## src/rtl/fir_fold_sequencer.sv

```systemverilog
// Control sequencer for a folded FIR that shares one external MAC across every tap.
// It clears the circular sample RAM after reset, accepts one sample at a time and walks
// all taps through the RAM and coefficient ROM. It then captures the MAC result and
// holds it on a valid/ready output until the consumer takes it.
module fir_fold_sequencer #(
   parameter int unsigned TAPS    = 100,
   parameter int unsigned AW      = $clog2(TAPS),
   parameter int unsigned DW      = 16,
   parameter int unsigned ACCW    = 32,
   parameter int unsigned MAC_LAT = 2
) (
   input  logic                   clk,
   input  logic                   rst_n,
   input  logic                   in_valid,
   output logic                   in_ready,
   input  logic signed [DW-1:0]   in_data,
   output logic                   smp_we,
   output logic [AW-1:0]          smp_waddr,
   output logic signed [DW-1:0]   smp_wdata,
   output logic [AW-1:0]          smp_raddr,
   output logic [AW-1:0]          coef_raddr,
   output logic                   mac_clr,
   output logic                   mac_en,
   input  logic signed [ACCW-1:0] acc_in,
   output logic                   out_valid,
   input  logic                   out_ready,
   output logic signed [ACCW-1:0] out_data,
   output logic                   busy
);

   // The init counter must be able to hold TAPS itself, one past the last address.
   localparam int unsigned CW = $clog2(TAPS + 1);
   localparam int unsigned LW = (MAC_LAT > 0) ? $clog2(MAC_LAT + 1) : 1;
   localparam logic [AW-1:0] LastTap = AW'(TAPS - 1);

   typedef enum logic [2:0] {StInit, StIdle, StRun, StDrain, StHold} state_e;

   state_e                 state_q, state_d;
   logic [AW-1:0]          wr_ptr_q;
   logic [AW-1:0]          newest_q;
   logic [AW-1:0]          k_q;
   logic [CW-1:0]          init_cnt_q;
   logic                   init_we_q;
   logic [AW-1:0]          init_addr_q;
   logic [LW-1:0]          drain_cnt_q;
   logic                   mac_en_q;
   logic                   mac_clr_q;
   logic                   out_valid_q;
   logic signed [ACCW-1:0] out_data_q;
   logic [AW-1:0]          rd_addr;

   // State register; reset aborts any pass and restarts the RAM clear.
   always_ff @(posedge clk or negedge rst_n) begin
      if (!rst_n) begin
         state_q <= StInit;
      end else begin
         state_q <= state_d;
      end
   end

   // Next-state decode.
   always_comb begin
      state_d = state_q;
      unique case (state_q)
         StInit:  if (init_cnt_q == CW'(TAPS)) state_d = StIdle;
         StIdle:  if (in_valid) state_d = StRun;
         StRun:   if (k_q == LastTap) state_d = StDrain;
         StDrain: if (drain_cnt_q == LW'(MAC_LAT)) state_d = StHold;
         StHold:  if (out_ready) state_d = StIdle;
         default: state_d = StInit;
      endcase
   end

   // Circular read address (newest - k) mod TAPS; the wrap adds TAPS instead of dividing.
   always_comb begin
      if (newest_q >= k_q) begin
         rd_addr = newest_q - k_q;
      end else begin
         rd_addr = newest_q - k_q + AW'(TAPS);
      end
   end

   // Counters, pointers, MAC strobes and the result register.
   always_ff @(posedge clk or negedge rst_n) begin
      if (!rst_n) begin
         wr_ptr_q    <= '0;
         newest_q    <= '0;
         k_q         <= '0;
         init_cnt_q  <= '0;
         init_we_q   <= 1'b0;
         init_addr_q <= '0;
         drain_cnt_q <= '0;
         mac_en_q    <= 1'b0;
         mac_clr_q   <= 1'b0;
         out_valid_q <= 1'b0;
         out_data_q  <= '0;
      end else begin
         init_we_q <= 1'b0;
         // Strobes lag the address cycle by one so they line up with RAM/ROM read data.
         mac_en_q  <= (state_q == StRun);
         mac_clr_q <= (state_q == StRun) && (k_q == '0);
         unique case (state_q)
            StInit: begin
               // The clear write is registered so the write port stays quiet during reset.
               if (init_cnt_q != CW'(TAPS)) begin
                  init_we_q   <= 1'b1;
                  init_addr_q <= init_cnt_q[AW-1:0];
                  init_cnt_q  <= init_cnt_q + CW'(1);
               end
            end
            StIdle: begin
               if (in_valid) begin
                  newest_q <= wr_ptr_q;
                  wr_ptr_q <= (wr_ptr_q == LastTap) ? '0 : wr_ptr_q + AW'(1);
                  k_q      <= '0;
               end
            end
            StRun: begin
               drain_cnt_q <= '0;
               k_q         <= (k_q == LastTap) ? '0 : k_q + AW'(1);
            end
            StDrain: begin
               drain_cnt_q <= drain_cnt_q + LW'(1);
               if (drain_cnt_q == LW'(MAC_LAT)) begin
                  out_data_q  <= acc_in;
                  out_valid_q <= 1'b1;
               end
            end
            StHold: begin
               if (out_ready) out_valid_q <= 1'b0;
            end
            default: ;
         endcase
      end
   end

   // Output decode; the sample write on accept is combinational with the handshake.
   always_comb begin
      in_ready   = 1'b0;
      busy       = 1'b1;
      smp_we     = init_we_q;
      smp_waddr  = init_addr_q;
      smp_wdata  = '0;
      smp_raddr  = '0;
      coef_raddr = '0;
      unique case (state_q)
         StIdle: begin
            in_ready  = 1'b1;
            busy      = 1'b0;
            smp_we    = in_valid;
            smp_waddr = wr_ptr_q;
            smp_wdata = in_data;
         end
         StRun: begin
            smp_raddr  = rd_addr;
            coef_raddr = k_q;
         end
         default: ;
      endcase
      mac_en    = mac_en_q;
      mac_clr   = mac_clr_q;
      out_valid = out_valid_q;
      out_data  = out_data_q;
   end

endmodule

```

## config.mk

```make
export PLATFORM = sky130hd
export DESIGN_NAME = fir_fold_sequencer
export DESIGN_NICKNAME = d
export VERILOG_FILES = /design/src/rtl/fir_fold_sequencer.sv
export SDC_FILE = /design/constraint.sdc
export NUM_CORES = 1
export LEC_CHECK = 0
export CAP_MARGIN = 25
export CORE_MARGIN = 3
export CORE_UTILIZATION = 50
export DETAILED_ROUTE_END_ITERATION = 10
export PLACE_DENSITY = 0.93
export SLEW_MARGIN = 20
export SYNTH_ARGS = -nofsm -noshare
export SYNTH_HDL_FRONTEND = slang
export SYNTH_SLANG_ARGS = --single-unit
export TNS_END_PERCENT = 10
```

## constraint.sdc

```tcl
create_clock -name clk -period 4.9 [get_ports clk]
set_input_delay 0.735 -clock clk [delete_from_list [all_inputs] [get_ports clk]]
set_output_delay 0.735 -clock clk [all_outputs]
set_load 0.01 [all_outputs]
```

==> results of run 1 <==
registers in the layout (all words and copies together) (netlist names):
| register | cells |
|---|---|
| out_valid | 1 |
| wr_ptr_q | 7 |
| init_addr_q | 7 |
| state_q | 3 |
| mac_clr | 1 |
| mac_en | 1 |
| drain_cnt_q | 2 |
| out_data | 32 |
| k_q | 7 |
| init_cnt_q | 7 |
| init_we_q | 1 |
| newest_q | 7 |
final timing paths:
path	endpoint	startpoint
max reg2reg	wr_ptr_q[5]	state_q[0]
min	init_addr_q[1]	init_addr_q[1]
min reg2reg	init_addr_q[1]	init_addr_q[1]
min in group asynchronous	newest_q[5]	rst_n
max in group asynchronous	out_data[24]	rst_n
max	smp_raddr[6]	k_q[1]
area by class of cell:
class | instances | area (µm²) | area share
timing repair buffer | 127 | 1270 | 0.235
multi-input combinational | 270 | 1790 | 0.333
sequential | 76 | 1900 | 0.353
tap | 99 | 124 | 0.0230
clock inverter | 7 | 98.8 | 0.0184
inverter | 19 | 73.8 | 0.0137
clock buffer | 9 | 124 | 0.0230
critical path: cells and delay by family, from the launching register on:
family	cells	cell delay, ns
buf+inv	3	0.76
compound gates	3	0.67
fa+ha+maj	2	0.52
flops	1	0.40
xor+xnor	1	0.20
simple gates	3	0.49
kinds of logic after synthesis:
| family | synth area share |
|---|---|
| DFF | 0.494 |
| buffers and inverters | 0.0409 |
| AOI/OAI and AO/OA | 0.0838 |
| and+or+nand+nor | 0.186 |
| xor gates and xnor gates | 0.0318 |
| adders and majority gates | 0.0507 |
| muxes | 0.113 |
per-layer routing:
metal	wire, µm	up-vias	share of wire
met5	0	-	0
met3	525	14	0.059
met2	4580	98	0.51
li1	-	1555	-
met1	3650	1518	0.41
met4	183	0	0.020
where the power goes:
| part | switching [mW] | internal [mW] | total [mW] | leakage (nW) |
|---|---|---|---|---|
| clock network | 0.240 | 0.290 | 0.530 | 0.110 |
| registers | 0.216 | 0.875 | 1.09 | 0.945 |
| logic | 0.906 | 1.02 | 1.93 | 1.36 |
metrics by stage:
stage | util | cell area, µm² | cells | hold slack [ns]
floorplan | - | 3850 | 384 | 0.439
global placement | 0.700 | 5160 | 591 | 0.463
detailed placement | 0.700 | 5160 | 591 | 0.471
CTS | 0.730 | 5380 | 607 | 0.493
global route | 0.730 | 5380 | 607 | 0.517
finish | 0.730 | 5380 | 607 | 0.490
cells in the mapped netlist (all sizes together):
library cell	number	area share
dfrtp	76	0.49
nand2	69	0.068
mux2	37	0.11
nor2	25	0.024
and3	21	0.034
o21ai	21	0.027
inv	19	0.019
ha	14	0.045
xnor2	11	0.025
clkbuf	10	0.0097
nand4	10	0.016
buf	9	0.012
nand3	8	0.010
nor3	7	0.010
a21oi	5	0.0065
a31oi	5	0.0081
or2	4	0.0065
a21o	3	0.0062
nor2b	3	0.0049
xor2	3	0.0068
a21boi	2	0.0039
a22o	2	0.0045
and2	2	0.0032
mux2i	2	0.0052
nand2b	2	0.0052
o21a	2	0.0039
o21bai	2	0.0039
o2bb2ai	2	0.0045
a2bb2oi	1	0.0023
a311o	1	0.0026
a41oi	1	0.0023
fa	1	0.0052
nor4bb	1	0.0026
o2111ai	1	0.0023
o22ai	1	0.0032
o41ai	1	0.0023
==> results.ini, run 1 <==
[cells_and_area]
antenna_cells=0
syn2layout_area_growth_pct=39.7
mostFrequentLayoutCell=clkdlybuf4s50_1
drive_above_1_share=0.124
final_cell_mix=clkdlybuf4s50_1 (125), dfrtp_1 (76), nand2_1 (68), mux2_2 (37), nor2_1 (25)
nets=570
fill_cells=543

[clock_tree]
htree_levels=3
clk_latency_ns=0.35
root_buffer=clkbuf_8
cts_tree=yes
cts_hold_buf=0
clk_pin_slew_ns=0.08
clockBufferDepth=2
cts_buffers=9
cts_sinks=76
cts_resized=0
postCtsSetupBuffers=0

[power_and_ir_drop]
vdd_drop_max_uv=439
total_power_mw=3.55
total_leakage_power_nw=2.42
power_density_nw_per_um2=660

[routing]
wirelength_mm=8.94
drt_iter0_drc=115
drc_errors=0
routedWlPerCell_um=14.7
ant_nets=0
drtPass1Iterations=4
avgViaCountPerCell=5.25
vias=3185

[global_routing]
grt.busiest_layer=met2
grt-ovfl-total=0
use_met3=0.0489
antenna_found_initial=0
grt_use_met1=0.254
grt_pass1_vias=3061
grt_max_degree=77
grtUsageMet2=0.346
track_usage=0.205
grt_pass1_wl_mm=14.4

[setup_path]
max_stage_delay_ns=0.55
required_ns=4.16
r2r_slack_ns=2.38
timing_worst_setup_path_type=reg2out
slowest_stage=clkdlybuf4s50_1
crit_path_end_kind=output port
worst_setup_path_start_kind=flop
path_max_fanout=5
crit_chain=inv_1, ha_1, nor2b_1, o21a_1, nor2_1, xnor2_1, ha_1, inv_1, or2_1, a311o_1, a21oi_1, clkdlybuf4s50_1
arrival_ns=3.37
ff2ff_path_depth=6

[timing]
fmax_ghz=0.244
min_period_over_period=0.838
clock_skew_ns=0.0111
tightest_slew_ns=0.965
tns_ns=0
finalSetupViolCount=0
slew_headroom=0.354
layout_min_cycle_time_ns=4.11
worst_slack_ns=0.795
slew_violations=0
hold_viol_final=0
rsz0062_at_grt=false

[placed_design]
gp_congestion=0.913
port_buffers=126
hpwl_mm=6.72
place_ws_ns=1.15

[synth]
syn_area_um2=3850
yosysUniqueCellTypes=45
netlist_instances=384
syn_nets=451
ys_seq_area_frac=0.494
avgSynthCellArea_um2=10.0
ys_ff_latch=76
ys_warn_count=0

[outcome]
status=completed

[floorplanning]
die_x_um=93.8
row_count=31
start_util=0.523
dieArea_um2=8790
coreArea_um2=7370
die_h_um=93.8
io_pins=127

[worst_hold_path]
min_path_cells=2
worstHoldPathType=reg2reg

[flow_run]
drv_cap=0

No activity file was read; power rests on OpenSTA's default activity.
==> run 2: changes to the inputs <==
--- a/config.mk
+++ b/config.mk
@@ -7,9 +7,9 @@
 export LEC_CHECK = 0
 export CAP_MARGIN = 25
 export CORE_MARGIN = 3
-export CORE_UTILIZATION = 50
+export CORE_UTILIZATION = 42
 export DETAILED_ROUTE_END_ITERATION = 10
-export PLACE_DENSITY = 0.93
+export PLACE_DENSITY = 0.84
 export SLEW_MARGIN = 20
 export SYNTH_ARGS = -nofsm -noshare
 export SYNTH_HDL_FRONTEND = slang
==> constraint.sdc (replaced) <==
create_clock -name clk -period 3.35 [get_ports clk]
set_input_delay 0.5025 -clock clk [delete_from_list [all_inputs] [get_ports clk]]
set_output_delay 0.5025 -clock clk [all_outputs]
set_load 0.01 [all_outputs]
==> run 2 against run 1 <==
Clock power is 60% higher. Via count is 1.8% higher. The run now ends with negative setup slack left. Clock skew hardly changed. First-iteration DRC count is 12% lower. Non-clock buffer count is 10 higher. Register-to-register slack worse by 1.2 ns. Flip-flop and latch count stayed put.
==> results.ini, run 2 (synthesized netlist as in run 1, its figures left out) <==
[cells_and_area]
drive_above_1_share=0.162
nets=580
finalInstanceArea_um2=5550
mostFrequentLayoutCell=clkdlybuf4s50_1
antenna_cells=0
largest_register_ffs=32
final-instance-count-excl-fill=626
syn2layout_area_growth_pct=44.1
final_cell_mix=clkdlybuf4s50_1 (122), dfrtp_1 (74), nand2_1 (68), mux2_2 (37), nor2_1 (23)

[power_and_ir_drop]
power_density_nw_per_um2=1010
total_power_mw=5.59
pwr-share-seq=0.286
vdd_drop_max_uv=528
pwr-share-comb=0.562
p_int_mw=3.47
switchingPower_mw=2.12
total_leakage_power_nw=2.51
switching_share=0.379
clkPwrFrac=0.152

[global_routing]
grt-ovfl-total=0
track_usage=0.181
grt_max_degree=77
grt_pass1_vias=3183
antenna_found_initial=0
grt_pass1_wl_mm=15.1

[clock_tree]
cts_sinks=76
clk_pin_slew_ns=0.07
htree_levels=3
root_buffer=clkbuf_8
clk_latency_ns=0.33
clockBufferDepth=2
cts_buffers=9
cts_tree=yes

[setup_path]
arrival_ns=2.86
crit_path_end_kind=output port
r2r_end=out_data[16]
ff2ff_path_depth=4
crit_path_end=smp_raddr[6]
worst_setup_path_start_kind=flop
r2r_start=state_q[0]
timing_worst_setup_path_type=reg2out
crit_start=k_q[1]
r2r_slack_ns=1.14
required_ns=2.85
path_max_fanout=3

[placed_design]
gp_congestion=0.888
port_buffers=126
hpwl_mm=7.18
placed_area_um2=5220
place_inst=606

[timing]
hold-worst-slack_ns=0.102
worst_slack_ns=-0.0132
tns_ns=-0.0132
clock_skew_ns=0.0108
layout_min_cycle_time_ns=3.36
tightest_slew_ns=0.758
hold_viol_final=0
fmax_ghz=0.297
slew_headroom=0.495
slew_violations=0
rsz0062_at_grt=true
min_period_over_period=1.00
finalSetupViolCount=1

[routing]
drtPass1Iterations=4
ant_nets=0
vias=3242
routedWlPerCell_um=15.5
drc_errors=0
wirelength_mm=9.73
avgViaCountPerCell=5.18
drt_iter0_drc=101

[floorplanning]
start_util=0.437
io_pins=127
die_h_um=102
coreArea_um2=8810
dieArea_um2=10400
row_count=34
die_x_um=102

[outcome]
status=finished, violations left
violations=negative setup slack

[worst_hold_path]
worstHoldPathType=in2async

[flow_run]
drv_cap=0

run 2: routing by layer:
metal	global-route usage	routed length [µm]	vias up
li1	-	-	1573
met1	0.236	4030	1599
met2	0.310	5220	63
met3	0.0296	382	7
met4	0.0542	99	0
met5	0	0	-
run 2: area by class of cell:
class,count,area [µm²]
Clock buffer,10,138
Clock inverter,6,111
Fill cell,702,3250
Inverter,19,73.8
Multi-Input combinational cell,270,1830
Sequential cell,76,1900
Tap cell,108,135
Timing Repair Buffer,137,1360
run 2: power by group through the flow:
stage	Sequential [mW]	Combinational [mW]	Clock, mW
after floorplan	1.58	1.66	0
after global placement	1.57	2.88	0
after detailed placement	1.61	2.95	0
after CTS	1.59	2.95	0.865
after global routing	1.65	3.42	0.907
final	1.60	3.14	0.850
run 2: worst min-delay path by stage:
stage | cells after the start | slack (ns) | end | from
after detailed placement | 2 | 0.47 | init_addr_q[0] | init_addr_q[0]
after CTS | 1 | 0.35 | newest_q[4] | rst_n
after floorplan | 0 | 0.21 | drain_cnt_q[0] | rst_n
final | 1 | 0.10 | newest_q[4] | rst_n
after global placement | 2 | 0.46 | drain_cnt_q[0] | drain_cnt_q[0]
after global routing | 1 | 0.12 | newest_q[4] | rst_n
run 2: metrics by stage:
| stage | utilization | setup WS [ns] |
|---|---|---|
| after global placement | 0.592 | 0.0864 |
| after detailed placement | 0.592 | 0.0231 |
| after CTS | 0.620 | -0.0729 |
| final | 0.631 | -0.0132 |
| after floorplan | - | 0.453 |
| after global routing | 0.631 | -0.168 |
run 2: critical path, cell delays in order, from the launching register on:
cell and delay (ns):
dfrtp_1 0.38, inv_1 0.07, ha_1 0.30, nor2b_1 0.18, o21a_1 0.18, nor2_2 0.05
xnor2_1 0.21, ha_2 0.23, inv_1 0.05, or2_1 0.24, a311o_1 0.35, a21oi_1 0.14
clkbuf_2 0.15
run 2: what timing repair did:
action                     CTS  global route
hold buffers                 0             0
buffers inserted             0             3
resized for setup            2            15
pin swaps                    0             3
setup endpoints to repair    3             5
==> run 3: changes to the inputs <==
--- a/config.mk
+++ b/config.mk
@@ -7,9 +7,9 @@
 export LEC_CHECK = 0
 export CAP_MARGIN = 25
 export CORE_MARGIN = 3
-export CORE_UTILIZATION = 42
+export CORE_UTILIZATION = 46
 export DETAILED_ROUTE_END_ITERATION = 10
-export PLACE_DENSITY = 0.84
+export PLACE_DENSITY = 0.87
 export SLEW_MARGIN = 20
 export SYNTH_ARGS = -nofsm -noshare
 export SYNTH_HDL_FRONTEND = slang
==> constraint.sdc (replaced) <==
create_clock -name clk -period 3.2 [get_ports clk]
set_input_delay 0.48 -clock clk [delete_from_list [all_inputs] [get_ports clk]]
set_output_delay 0.48 -clock clk [all_outputs]
set_load 0.01 [all_outputs]
==> run 3 against run 2 <==
Clock power decreased by 17%. Routed wire length increased by 0.13%. Final area decreased by 0.63%. Global-route usage increased by 2.9 points. The flow now finishes without violations. Combinational power increased by 6%.
==> results.ini, run 3 (synthesized netlist as in run 1, its figures left out) <==
[power_and_ir_drop]
pwr-share-comb=0.584
vdd_drop_max_uv=490
p_int_mw=3.49
switchingPower_mw=2.20
power_density_nw_per_um2=1030
pwr-share-seq=0.291
switching_share=0.387
clkPwrFrac=0.125
total_power_mw=5.69
total_leakage_power_nw=2.51

[clock_tree]
clockBufferDepth=2
clk_pin_slew_ns=0.08
clk_latency_ns=0.35
cts_sinks=76
htree_levels=3
cts_tree=yes
cts_hold_buf=0
root_buffer=clkbuf_8
cts_buffers=9

[cells_and_area]
mostFrequentLayoutCell=clkdlybuf4s50_1
final_cell_mix=clkdlybuf4s50_1 (120), dfrtp_1 (76), nand2_1 (68), mux2_2 (37), nor2_1 (24)
utilization=0.696
nets=585
antenna_cells=0
largest_register_ffs=32
drive_above_1_share=0.170
finalInstanceArea_um2=5520
syn2layout_area_growth_pct=43.2

[timing]
min_period_over_period=0.977
tightest_slew_ns=0.890
layout_min_cycle_time_ns=3.13
slew_violations=0
slew_headroom=0.407
hold_viol_final=0
hold-worst-slack_ns=0.253
fmax_ghz=0.320
clock_skew_ns=0.0106
rsz0062_at_grt=true
finalSetupViolCount=0

[routing]
vias=3353
routedWlPerCell_um=15.6
ant_nets=0
drc_errors=0
drtPass1Iterations=4
wirelength_mm=9.74
avgViaCountPerCell=5.36
drt_iter0_drc=130

[setup_path]
arrival_ns=2.65
worst_setup_path_start_kind=flop
timing_worst_setup_path_type=reg2out
crit_start=newest_q[0]
slowest_stage=dfrtp_1
path_max_fanout=3
r2r_slack_ns=1.06
max_stage_delay_ns=0.37
required_ns=2.72
crit_path_end_kind=output port
cp_num_buf_inv=4
ff2ff_path_depth=6
crit_top_cell=inv_1
r2r_end=wr_ptr_q[5]
crit_chain=inv_1, ha_4, inv_1, fa_2, and3_1, nor2_2, xor2_1, buf_4, nor2b_2, a21o_1, a22o_1, dlygate4sd2_1
cp_top_family=buffers and inverters
r2r_start=state_q[0]

[global_routing]
grt_pass1_vias=3427
grt_max_degree=40
track_usage=0.210
grt_pass1_wl_mm=16.2
grt-ovfl-total=0
antenna_found_initial=0

[floorplanning]
start_util=0.486
die_x_um=97.5
row_count=32
die_h_um=97.5
coreArea_um2=7930
dieArea_um2=9510
io_pins=127

[outcome]
status=completed

[placed_design]
hpwl_mm=7.41
placed_area_um2=5280
gp_congestion=0.852
port_buffers=126

[worst_hold_path]
worstHoldPathType=in2async

[flow_run]
drv_cap=0

[run 3: what timing repair did]
action                                  4_1_cts  5_1_grt
endpoints found under the setup margin        4        3
pin swaps                                     1        9
gates resized for setup                       9       13
setup buffers                                 0        1
[run 3: through the flow]
stage	worst slack, ns	std cells	TNS (ns)
2_1_floorplan	0.325	384	0
3_3_place_gp	-0.00898	608	-0.00898
3_5_place_dp	-0.0790	608	-0.0790
4_1_cts	-0.0654	624	-0.0654
5_1_grt	-0.0752	625	-0.131
6_report	0.0736	625	0
[run 3: power groups by stage]
stage / combinational [mW] / clock [mW] / sequential (mW)
after floorplan: 1.74 / 0 / 1.66
after global placement: 3.11 / 0 / 1.63
after CTS: 3.22 / 0.724 / 1.64
after global routing: 3.63 / 0.769 / 1.72
after detailed placement: 3.21 / 0 / 1.66
final: 3.32 / 0.709 / 1.66
[run 3: worst max path at each step]
stage / slack, ns / to / depth (start not counted)
after floorplan: 0.33 / smp_raddr[6] / 11
after global placement: -0.009 / smp_raddr[6] / 11
after detailed placement: -0.08 / smp_raddr[6] / 11
after CTS: -0.07 / smp_raddr[6] / 11
after global routing: -0.08 / smp_raddr[5] / 12
final: 0.07 / smp_raddr[5] / 12
[run 3: worst reg2reg max path, delay by kind of cell (launching register included)]
kind / cells / cell delay (ns)
compound gates: 1 / 0.08
simple gates: 5 / 1.16
flops: 1 / 0.79
[run 3: area by class of cell]
cell class              instances  area (µm²)
clock buffers                   9         124
well taps                     102         128
clock inverters                 7        67.6
inverters                      19        73.8
repair buffers                142        1380
flip-flops and latches         76        1900
multi-input cells             270        1840
fillers                       585        2410
[run 3: metal layers]
layer,GRT usage,wire length [µm],part of all wire,up-vias
met5,0,0,0,-
met4,0.0735,225,0.023,0
met3,0.0639,580,0.060,17
met2,0.375,5240,0.54,105
met1,0.235,3690,0.38,1648
li1,-,-,-,1583
